File: src/rtl/pipe_stage_reg.sv
// -----------------------------------------------------------------------------
// pipe_stage_reg
//
// Reusable elastic register placed between two pipeline stages. It carries an
// opaque payload plus a halt marker from the upstream stage to the downstream
// stage using a valid/ready handshake.
//
// With SKID=1 the stage holds up to two entries (head + skid slot), so in_ready
// comes straight from a flop and never depends on out_ready. With SKID=0 the
// stage is a single register and in_ready is combinational.
//
// The stage also provides:
//   - a synchronous flush that drops every held entry (mispredict / jump),
//   - a sticky halt flag that freezes intake once a halt entry reaches the head,
//   - saturating stall and flush event counters for the debug/perf path.
//
// Parameters:
//   DATA_W   payload width in bits
//   SKID     1 = two-entry skid buffer (registered in_ready), 0 = single entry
//   CNT_W    width of stall_cnt / flush_cnt
//
// Ports:
//   CLK        in   system clock, rising edge
//   nRST       in   asynchronous active-low reset
//   in_valid   in   upstream entry valid
//   in_ready   out  stage can accept an entry this cycle
//   in_data    in   upstream payload
//   in_halt    in   upstream entry is a halt instruction
//   flush      in   discard all held entries
//   out_valid  out  downstream entry valid
//   out_ready  in   downstream accepts the entry
//   out_data   out  payload of the head entry
//   out_halt   out  sticky halt indicator
//   stall_cnt  out  cycles with out_valid=1 and out_ready=0 (saturating)
//   flush_cnt  out  flushes that discarded a valid entry (saturating)
// -----------------------------------------------------------------------------
module pipe_stage_reg #(
    parameter int DATA_W = 64,
    parameter int SKID   = 1,
    parameter int CNT_W  = 16
) (
    input  logic              CLK,
    input  logic              nRST,
    input  logic              in_valid,
    output logic              in_ready,
    input  logic [DATA_W-1:0] in_data,
    input  logic              in_halt,
    input  logic              flush,
    output logic              out_valid,
    input  logic              out_ready,
    output logic [DATA_W-1:0] out_data,
    output logic              out_halt,
    output logic [CNT_W-1:0]  stall_cnt,
    output logic [CNT_W-1:0]  flush_cnt
);

    typedef enum logic [1:0] {
        ST_EMPTY = 2'd0,
        ST_FULL  = 2'd1,
        ST_SKID  = 2'd2
    } state_t;

    localparam logic [CNT_W-1:0] CNT_ONE = {{(CNT_W-1){1'b0}}, 1'b1};
    localparam logic [CNT_W-1:0] CNT_MAX = {CNT_W{1'b1}};

    state_t             state_q,    state_d;
    logic [DATA_W-1:0]  headData_q, headData_d;
    logic               headHalt_q, headHalt_d;
    logic [DATA_W-1:0]  skidData_q, skidData_d;
    logic               skidHalt_q, skidHalt_d;
    logic               outHalt_q,  outHalt_d;
    logic [CNT_W-1:0]   stallCnt_q, stallCnt_d;
    logic [CNT_W-1:0]   flushCnt_q, flushCnt_d;

    logic inXfer;
    logic outXfer;

    assign out_valid = (state_q != ST_EMPTY);
    assign out_data  = headData_q;
    assign out_halt  = outHalt_q;
    assign stall_cnt = stallCnt_q;
    assign flush_cnt = flushCnt_q;

    assign inXfer  = in_valid && in_ready;
    assign outXfer = out_valid && out_ready;

    // Next-state logic for the entry storage, halt flag and counters.
    // Flush has priority over every transfer: the incoming entry is dropped
    // even though upstream sees it as consumed, while a head that leaves in
    // the same cycle still counts as delivered and is not a discard.
    // The SKID=0 build reuses the same machine; its combinational in_ready
    // never allows an input-only transfer while FULL, so ST_SKID is unreachable.
    always_comb begin
        state_d    = state_q;
        headData_d = headData_q;
        headHalt_d = headHalt_q;
        skidData_d = skidData_q;
        skidHalt_d = skidHalt_q;
        stallCnt_d = stallCnt_q;
        flushCnt_d = flushCnt_q;

        if (out_valid && !out_ready && (stallCnt_q != CNT_MAX)) begin
            stallCnt_d = stallCnt_q + CNT_ONE;
        end

        if (flush) begin
            state_d = ST_EMPTY;
            if (((state_q == ST_FULL) && !outXfer) || (state_q == ST_SKID)) begin
                if (flushCnt_q != CNT_MAX) begin
                    flushCnt_d = flushCnt_q + CNT_ONE;
                end
            end
        end else begin
            case (state_q)
                ST_EMPTY: begin
                    if (inXfer) begin
                        state_d    = ST_FULL;
                        headData_d = in_data;
                        headHalt_d = in_halt;
                    end
                end
                ST_FULL: begin
                    if (outXfer && inXfer) begin
                        headData_d = in_data;
                        headHalt_d = in_halt;
                    end else if (outXfer) begin
                        state_d = ST_EMPTY;
                    end else if (inXfer) begin
                        state_d    = ST_SKID;
                        skidData_d = in_data;
                        skidHalt_d = in_halt;
                    end
                end
                ST_SKID: begin
                    if (outXfer) begin
                        state_d    = ST_FULL;
                        headData_d = skidData_q;
                        headHalt_d = skidHalt_q;
                    end
                end
                default: begin
                    state_d = ST_EMPTY;
                end
            endcase
        end

        // Halt latches once a halt entry is the presented head; nothing but
        // reset clears it.
        outHalt_d = outHalt_q || ((state_d != ST_EMPTY) && headHalt_d && !flush);
    end

    // State and storage registers; reset empties both slots and clears the
    // visible payload, halt flag and counters.
    always_ff @(posedge CLK or negedge nRST) begin
        if (!nRST) begin
            state_q    <= ST_EMPTY;
            headData_q <= '0;
            headHalt_q <= 1'b0;
            skidData_q <= '0;
            skidHalt_q <= 1'b0;
            outHalt_q  <= 1'b0;
            stallCnt_q <= '0;
            flushCnt_q <= '0;
        end else begin
            state_q    <= state_d;
            headData_q <= headData_d;
            headHalt_q <= headHalt_d;
            skidData_q <= skidData_d;
            skidHalt_q <= skidHalt_d;
            outHalt_q  <= outHalt_d;
            stallCnt_q <= stallCnt_d;
            flushCnt_q <= flushCnt_d;
        end
    end

    generate
        if (SKID != 0) begin : gSkidReady
            logic inReady_q;

            // Ready is precomputed from the next state so the upstream stage
            // sees a flop output with no path from out_ready.
            always_ff @(posedge CLK or negedge nRST) begin
                if (!nRST) begin
                    inReady_q <= 1'b1;
                end else begin
                    inReady_q <= (state_d != ST_SKID) && !outHalt_d;
                end
            end

            assign in_ready = inReady_q;
        end else begin : gCombReady
            assign in_ready = (!out_valid || out_ready) && !outHalt_q;
        end
    endgenerate

endmodule

File: config.mk
export PLATFORM = sky130hd
export DESIGN_NAME = pipe_stage_reg
export DESIGN_NICKNAME = d
export VERILOG_FILES = /design/src/rtl/pipe_stage_reg.sv
export SDC_FILE = /design/constraint.sdc
export NUM_CORES = 1
export LEC_CHECK = 0
export ABC_CLOCK_PERIOD_IN_PS = 2100
export CAP_MARGIN = 20
export CELL_PAD_IN_SITES_DETAIL_PLACEMENT = 1
export CELL_PAD_IN_SITES_GLOBAL_PLACEMENT = 1
export CORE_MARGIN = 2
export CORE_UTILIZATION = 35
export CTS_CLUSTER_SIZE = 14
export DETAILED_ROUTE_END_ITERATION = 16
export GPL_ROUTABILITY_DRIVEN = 0
export PLACE_DENSITY = 0.72
export SLEW_MARGIN = 20
export SYNTH_ARGS = -nofsm -noshare
export SYNTH_HDL_FRONTEND = slang
export SYNTH_SLANG_ARGS = --single-unit
File: constraint.sdc
create_clock -name CLK -period 2.1 [get_ports CLK]
set_input_delay 0.315 -clock CLK [delete_from_list [all_inputs] [get_ports CLK]]
set_output_delay 0.315 -clock CLK [all_outputs]
set_load 0.01 [all_outputs]
Word level (Yosys, flattened, before mapping)

Cells that the tools add are included.
W data, S select, Z words.

Register bits: 166
Input port bits: 70
Output and inout port bits: 99
Word-level logic and storage cells: 60

$add $sub $neg: 2
Equality and inequality tests: 8
Muxes and demuxes: 16
Bitwise gates (word level): 3
Reductions and logical operators: 22

Operator list:

| kind                    | count |
|---|---|
| $mux W64                | 3 |
| $pmux W64 S3            | 1 |
| $add A16 B1 Y16 const B | 2 |
| $ne A16 B16 Y1 const B  | 2 |
| $mux W2                 | 6 |
| $reduce_and A5 Y1       | 2 |
| $logic_and A1 B1 Y1     | 9 |
| $ne A2 B2 Y1 const B    | 3 |
| $pmux W2 S3             | 1 |
| $logic_not A1 Y1        | 4 |
| $mux W1                 | 4 |
| $reduce_bool A2 Y1      | 2 |
| $not A1 Y1              | 3 |
| $pmux W1 S3             | 1 |
| $reduce_and A3 Y1       | 1 |
| $reduce_bool A3 Y1      | 1 |
| $eq A2 B1 Y1 const B    | 1 |
| $eq A2 B2 Y1 const B    | 1 |
| $logic_not A2 Y1        | 1 |
| $logic_or A1 B1 Y1      | 2 |
| $ne A2 B1 Y1 const B    | 1 |

Longest topological paths before layout

Gate-level depths: netlist of the first run.

Depth in word-level cells: 12
Gate-level depth with buffers: 7
Depth with buffers taken out: 5

Worst setup path before layout of the first run

OpenSTA, ideal clock, no wires.

Path kind: reg2reg
Start point: register state_q[1]
End point: register flushCnt_q[12] (netlist: flush_cnt[12])
Library setup time: 0.128 ns
Data arrival time: 1.765 ns
Required time: 1.972 ns
Setup slack: 0.208 ns
Cell stages (with the launch flop): 5
Path buffers: 0
Clock period less this slack: 1.892 ns
Cell sequence: dfrtp_1 > or3b_4 > a2111o_1 > nor3_1 > mux2_1

Longest elaborated chain between the ends: 6
Elaborated cells between the ends (all ways): 8
Classes of those cells: eq/ne (2); reduce/logical (6)

Ends and longest elaborated chain:

| element                                | line | text |
|---|---|---|
| start, declared                        | 66   | `state_t state_q, state_d;` |
| start signal, assigned                 | 165  | `state_q <= state_d;` |
| $reduce_bool A2 Y1                     | 78   | `assign out_valid = (state_q != ST_EMPTY);` |
| $logic_and A1 B1 Y1                    | 85   | `assign outXfer = out_valid && out_ready;` |
| $logic_not A1 Y1                       | 108  | `if (((state_q == ST_FULL) && !outXfer) \|\| (state_q == ST_SKID)) begin` |
| $logic_and A1 B1 Y1                    | 108  |  |
| $logic_or A1 B1 Y1 (*)                 | 108  |  |
| $reduce_and A3 Y1 (no source line) (*) | --   |  |
| end signal, assigned                   | 172  | `flushCnt_q <= flushCnt_d;` |
| end, declared                          | 73   | `logic [CNT_W-1:0] flushCnt_q, flushCnt_d;` |

Mark *: on every way between the ends. The rest lies on a longest branch, timed or not.
A chain may end at the register's enable or synchronous reset.

Worst setup path in the final report of the first run

Start point: register state_q[0]
End point: register flushCnt_q[12] (netlist: flush_cnt[12])

The elaborated chain is that of the path after synthesis.

==> metrics.csv, run 1 <==
metric;value;unit
io_pins;169;
die_w;148;um
hold_violations;0;
ys_warn_count;0;
mostFrequentLayoutCell;clkdlybuf4s50_1;
detail-route-antenna-nets;0;
setup_viol;0;
synth_cell_types;50;
worstSetupPathType;reg2reg;
die_area;21800;um^2
root_buffer;clkbuf_16;
synth-seq-cells;166;
ys_seq_area_share;57.6;%
nets;845;
grt_pass1_vias;5923;
hp-class;in2async;
synth-edff-count;0;
fillers;2080;
worstPathArrival;2.29;ns
worstSkewPairLatency;0.42;ns
worstMarginPinSlew;0.556;ns
tns;0;ns
routed_wirelength;18600;um
ys.flop_type;dfrtp_1;
grt_setup_unrepaired;no;
cts_tree;yes;
startpoint_type;register;
powerDensity;1160;nW/um^2
path_clk_slew;0.07;ns
mappedNetlistNets;663;
synthCells;591;
final_max_slew_viol_count;0;
vdd_ir_drop_max;0.000565;V
grt_start_max_net_pins;54;
fin_crit_sh;94.7;%
total_power;11.7;mW
dr.pass1.iters;4;
initial_utilization;35.7;%
register_area;4160;um^2
drcViolationCount;0;
wl_per_cell;17.6;um
end_kind;register;
num_rows;52;
cts.sinks;166;
first_iter_violations;142;
reg2reg_from;state_q[0];
status;finished clean;
area_delta_synth_final;39.4;%
cp_data_required_time;2.40;ns
grt_pass1_wl;30600;um
post_synth.cell_area_avg;12.2;um^2
drive_gt1_share;17.4;%
htree_num_levels;4;
gr-total-overflow;0;
path_max_fanout;3;
crit_start;state_q[0];
port_buffers;168;
via_per_inst;4.96;
slew_headroom;62.7;%
dieHeight;148;um
synth_area;7220;um^2
mostFrequentLayoutCells;166 x clkdlybuf4s50_1, 165 x dfrtp_1, 69 x mux2_2, 69 x nor2_1, 66 x a21oi_1;
skew;0.00950;ns
place_hpwl;13100;um
multi_input_area;2930;um^2
drv_cap;0;
vias;5243;
coreArea;20200;um^2
grt_antenna_before_repair;1;
post_cts_buffers;0;
grtUsageTotal;17.6;%
min_period;1.99;ns
p_leak;4.25;nW
async_flop_share;100;%
clockBufferDepth;2;
cts_buffers;17;
fmax;0.503;GHz
[per-stage QoR]
| stage | cell area [um^2] | util, % | setup slack [ns] | instances | hold WS [ns] |
|---|---|---|---|---|---|
| 5_1_grt | 10100 | 49.7 | 0.0706 | 1056 | 0.390 |
| 6_report | 10100 | 49.7 | 0.111 | 1057 | 0.379 |
| 4_1_cts | 10100 | 49.7 | 0.130 | 1056 | 0.366 |
| 3_3_place_gp | 9450 | 46.7 | -0.162 | 1023 | 0.247 |
| 2_1_floorplan | 7220 | - | 0.208 | 591 | 0.0194 |
| 3_5_place_dp | 9450 | 46.7 | -0.251 | 1023 | 0.258 |
[layout make-up]
cell class | instances | share of cell area, %
multi-input cells | 391 | 29.1
inverters | 2 | 0.0746
flip-flops and latches | 166 | 41.3
clock buffers | 18 | 4.26
repair buffers | 195 | 20.1
clock inverters | 14 | 1.75
well taps | 270 | 3.36
diodes | 1 | 0.0249
[flip-flops by register name, summed over array words and instances, names as in the netlist]
register,flops
stall_cnt,16
out_halt,1
out_data,64
flush_cnt,16
headHalt_q,1
state_q,2
skidData_q,64
skidHalt_q,1
in_ready,1
[worst max-delay path, stage by stage, from the launching register on]
cell	delay, ns
dfrtp_1	0.41
or3b_4	0.43
a2111o_1	0.48
nor3_1	0.22
mux2_1	0.35
[metal layers]
layer	wire [um]	part of all wire, %	vias up	track usage [%]
met5	0	0	-	0
met4	136	0.73	0	4.04
met3	986	5.3	13	5.03
met2	9530	51	113	31.5
met1	7950	43	2649	21.0
li1	-	-	2468	-
[repair_timing]
| action | in CTS | in global routing |
|---|---|---|
| hold endpoints to repair | 35 | 0 |
| hold buffers | 1 | 0 |
| resized for setup | 1 | 0 |
| setup endpoints to repair | 1 | 0 |
[cell usage after synthesis, types with 3 or more instances]
cell,count,area [um^2]
nor3b_1,4,30.0
nand4_1,9,56.3
dfrtp_1,165,4130
a21oi_1,66,330
and4_1,3,26.3
nor3_1,15,75.1
xnor2_1,3,26.3
and3_1,3,18.8
nand2_1,13,48.8
nor2_1,69,259
clkbuf_1,17,63.8
buf_2,12,60.1
xor2_1,25,219
nand3_1,8,40.0
mux2i_1,64,641
mux2_2,69,777
[final timing paths]
path / slack (ns) / endpoint / depth (start not counted)
max: 0.11 / flush_cnt[12] / 4
min: 0.38 / out_data[49] / 2
max reg2reg: 0.11 / flush_cnt[12] / 4
min reg2reg: 0.48 / in_ready / 1
max in group asynchronous: 1.03 / in_ready / 3
min in group CLK: 0.48 / in_ready / 1
[cells by family (layout without fill, tap and decap cells)]
| family | after synthesis | count (layout) | synth area share [%] |
|---|---|---|---|
| flops | 166 | 166 | 57.6 |
| compound gates | 82 | 82 | 6.47 |
| xor+xnor | 28 | 28 | 3.40 |
| buf+inv | 34 | 229 | 2.13 |
| simple gates | 145 | 145 | 10.3 |
| fa+ha+maj | 2 | 2 | 0.347 |
| mux | 134 | 134 | 19.8 |
| other cells | 0 | 1 | 0 |
[where the power goes]
| group | internal [mW] | leakage (nW) | switching [mW] |
|---|---|---|---|
| Sequential | 4.28 | 2.05 | 0.693 |
| Combinational | 2.05 | 1.92 | 1.45 |
| Clock | 1.88 | 0.284 | 1.32 |
| Total | 8.21 | 4.25 | 3.46 |
(Power assumes the default switching activity.)
==> run 2: changes to the inputs <==
CORE_MARGIN = 4   (was 2)
==> run 2 against run 1 <==
Compared with the run above:
- non-clock buffer count fell by 5
- sequential power about the same
- first-iteration DRC count grew 22%
- combinational power about the same
- worst setup slack improved by 0.021 ns
- wire length grew 0.23%
- power shrank 1.8%
- cell area is 1.1% lower
- largest power group unchanged
==> metrics.csv, run 2 (synthesis gave the netlist of run 1 again) <==
metric;value;unit;change
cp_slowest_stage_delay;0.48;ns;about the same
vias;5298;;was 5243
switching_share;30.1;%;was 29.6%
final_max_slew_viol_count;0;;unchanged
status;finished clean;;unchanged
root_buffer;clkbuf_16;;unchanged
dieHeight;152;um;was 148 um
detail-route-antenna-nets;0;;unchanged
multi_input_area;2930;um^2;unchanged
clock_power_share;26.3;%;was 27.4%
antenna_cells;0;;was 1
place_hpwl;13100;um;about the same
drcViolationCount;0;;unchanged
grt_pass1_vias;5934;;was 5923
worstPathArrival;2.27;ns;was 2.29 ns
grt_start_max_net_pins;67;;was 54
register_area;4160;um^2;unchanged
pwr-share-comb;30.3;%;was 30.0%
mostFrequentLayoutCell;clkdlybuf4s50_1;;unchanged
cp_data_required_time;2.40;ns;about the same
cts.sinks;166;;unchanged
cpMaxStageDelayCell;a2111o_1;;unchanged
initial_utilization;35.7;%;unchanged
die_area;23000;um^2;was 21800 um^2
fmax;0.508;GHz;was 0.503 GHz
coreArea;20200;um^2;unchanged
end_kind;register;;unchanged
grt_antenna_before_repair;1;;unchanged
routed_wirelength;18600;um;about the same
grtUsageTotal;16.6;%;was 17.6%
area_delta_synth_final;38.0;%;was 39.4%
wl_per_cell;17.7;um;was 17.6 um
worstSkewPairLatency;0.42;ns;about the same
drive_gt1_share;16.9;%;was 17.4%
clockBufferDepth;2;;unchanged
tns;0;ns;unchanged
first_iter_violations;173;;was 142
post_cts_buffers;0;;unchanged
gr-total-overflow;0;;unchanged
worstSetupPathType;reg2reg;;unchanged
cts_buffers;17;;unchanged
via_per_inst;5.04;;was 4.96
path_max_fanout;3;;unchanged
vdd_ir_drop_max;0.000563;V;was 0.000565 V
hp-class;in2async;;unchanged
nets;840;;was 845
dr.pass1.iters;4;;unchanged
htree_num_levels;4;;unchanged
p_int;8.01;mW;was 8.21 mW
powerDensity;1150;nW/um^2;was 1160 nW/um^2
p_leak;4.21;nW;was 4.25 nW
setup_viol;0;;unchanged
grt_setup_unrepaired;no;;unchanged
fin_crit_sh;93.7;%;was 94.7%
num_rows;52;;unchanged
grt_pass1_wl;30200;um;was 30600 um
cp_cell_sequence;or3b_4 -> a2111o_1 -> nor3_1 -> mux2_1;;unchanged
startpoint_type;register;;unchanged
worstMarginPinSlew;0.531;ns;was 0.556 ns
hold_violations;0;;unchanged
fin_util;49.2;%;was 49.7%
path_clk_slew;0.07;ns;about the same
fillers;2090;;was 2080
mostFrequentLayoutCells;166 x clkdlybuf4s50_1, 165 x dfrtp_1, 69 x mux2_2, 69 x nor2_1, 66 x a21oi_1;;unchanged
port_buffers;168;;unchanged
power.switching;3.45;mW;was 3.46 mW
slew_headroom;64.6;%;was 62.7%
total_power;11.5;mW;was 11.7 mW
critPathTopFamily;simple AND/OR/NAND/NOR gates;;unchanged
drv_cap;0;;unchanged
min_period;1.97;ns;was 1.99 ns
die_w;152;um;was 148 um
cts_tree;yes;;unchanged
pwr-share-seq;43.4;%;was 42.6%
path_buf_inv;0;;unchanged
io_pins;169;;unchanged
skew;0.0130;ns;was 0.00950 ns
## run 2: cell count changes in the layout (fill, tap and decap cells not counted)
cell	delta
buf_12	-3
buf_4	-2
bufinv_16	-2
clkbuf_8	+2
clkinv_4	+2
clkinvlp_4	-3
diode_2	-1
inv_6	+1
## run 2: what timing repair did
item | 4_1_cts | 5_1_grt
endpoints found under the setup margin | 1 | 0
endpoints found under the hold margin | 49 | 0
resized for setup | 1 | 0
hold buffers | 1 | 0
## run 2: metal layers
layer	vias up	part of all wire [%]	track usage [%]
met5	-	0.070	0
met4	2	1.2	4.40
met3	16	5.0	4.61
met2	111	52	29.3
met1	2706	42	20.2
li1	2463	-	-
## run 2: per-stage QoR
step,area (um^2),setup slack [ns],hold WS [ns],std cells
after CTS,9960,0.117,0.424,1051
after detailed placement,9370,-0.234,0.319,1018
final,9960,0.132,0.420,1051
after global placement,9370,-0.173,0.305,1018
after floorplan,7220,0.208,0.0194,591
after global routing,9960,0.0381,0.448,1051
## run 2: worst reg2reg max path, cell delays in order (launching register included)
cell      delay, ns
dfrtp_1        0.39
or3b_4         0.42
a2111o_1       0.48
nor3_1         0.23
mux2_1         0.35
## run 2: layout make-up
| type | count | share of cell area (%) |
|---|---|---|
| clock buffer | 20 | 4.59 |
| inverter | 2 | 0.0754 |
| multi-input combinational | 391 | 29.4 |
| tap | 270 | 3.39 |
| clock inverter | 12 | 1.21 |
| sequential | 166 | 41.7 |
| timing repair buffer | 190 | 19.6 |
## run 2: final timing paths
check                           startpoint       endpoint  slack [ns]  cells after the start
worst max register to register  state_q[1]  flush_cnt[12]        0.13                      4
worst min-delay path                  nRST  stall_cnt[14]        0.42                      2
min in group CLK                  out_halt       in_ready        0.49                      1
max in group asynchronous             nRST       in_ready        0.99                      3
worst max-delay path            state_q[1]  flush_cnt[12]        0.13                      4
worst min register to register    out_halt       in_ready        0.49                      1
## run 2: power groups by stage
stage          sequential [mW]  clock (mW)  combinational [mW]
6_report                  4.98        3.02                3.47
5_1_grt                   5.13        3.29                3.81
4_1_cts                   4.99        3.11                3.55
3_5_place_dp              5.04           0                3.53
3_3_place_gp              4.95           0                3.38
2_1_floorplan             5.18           0                1.19
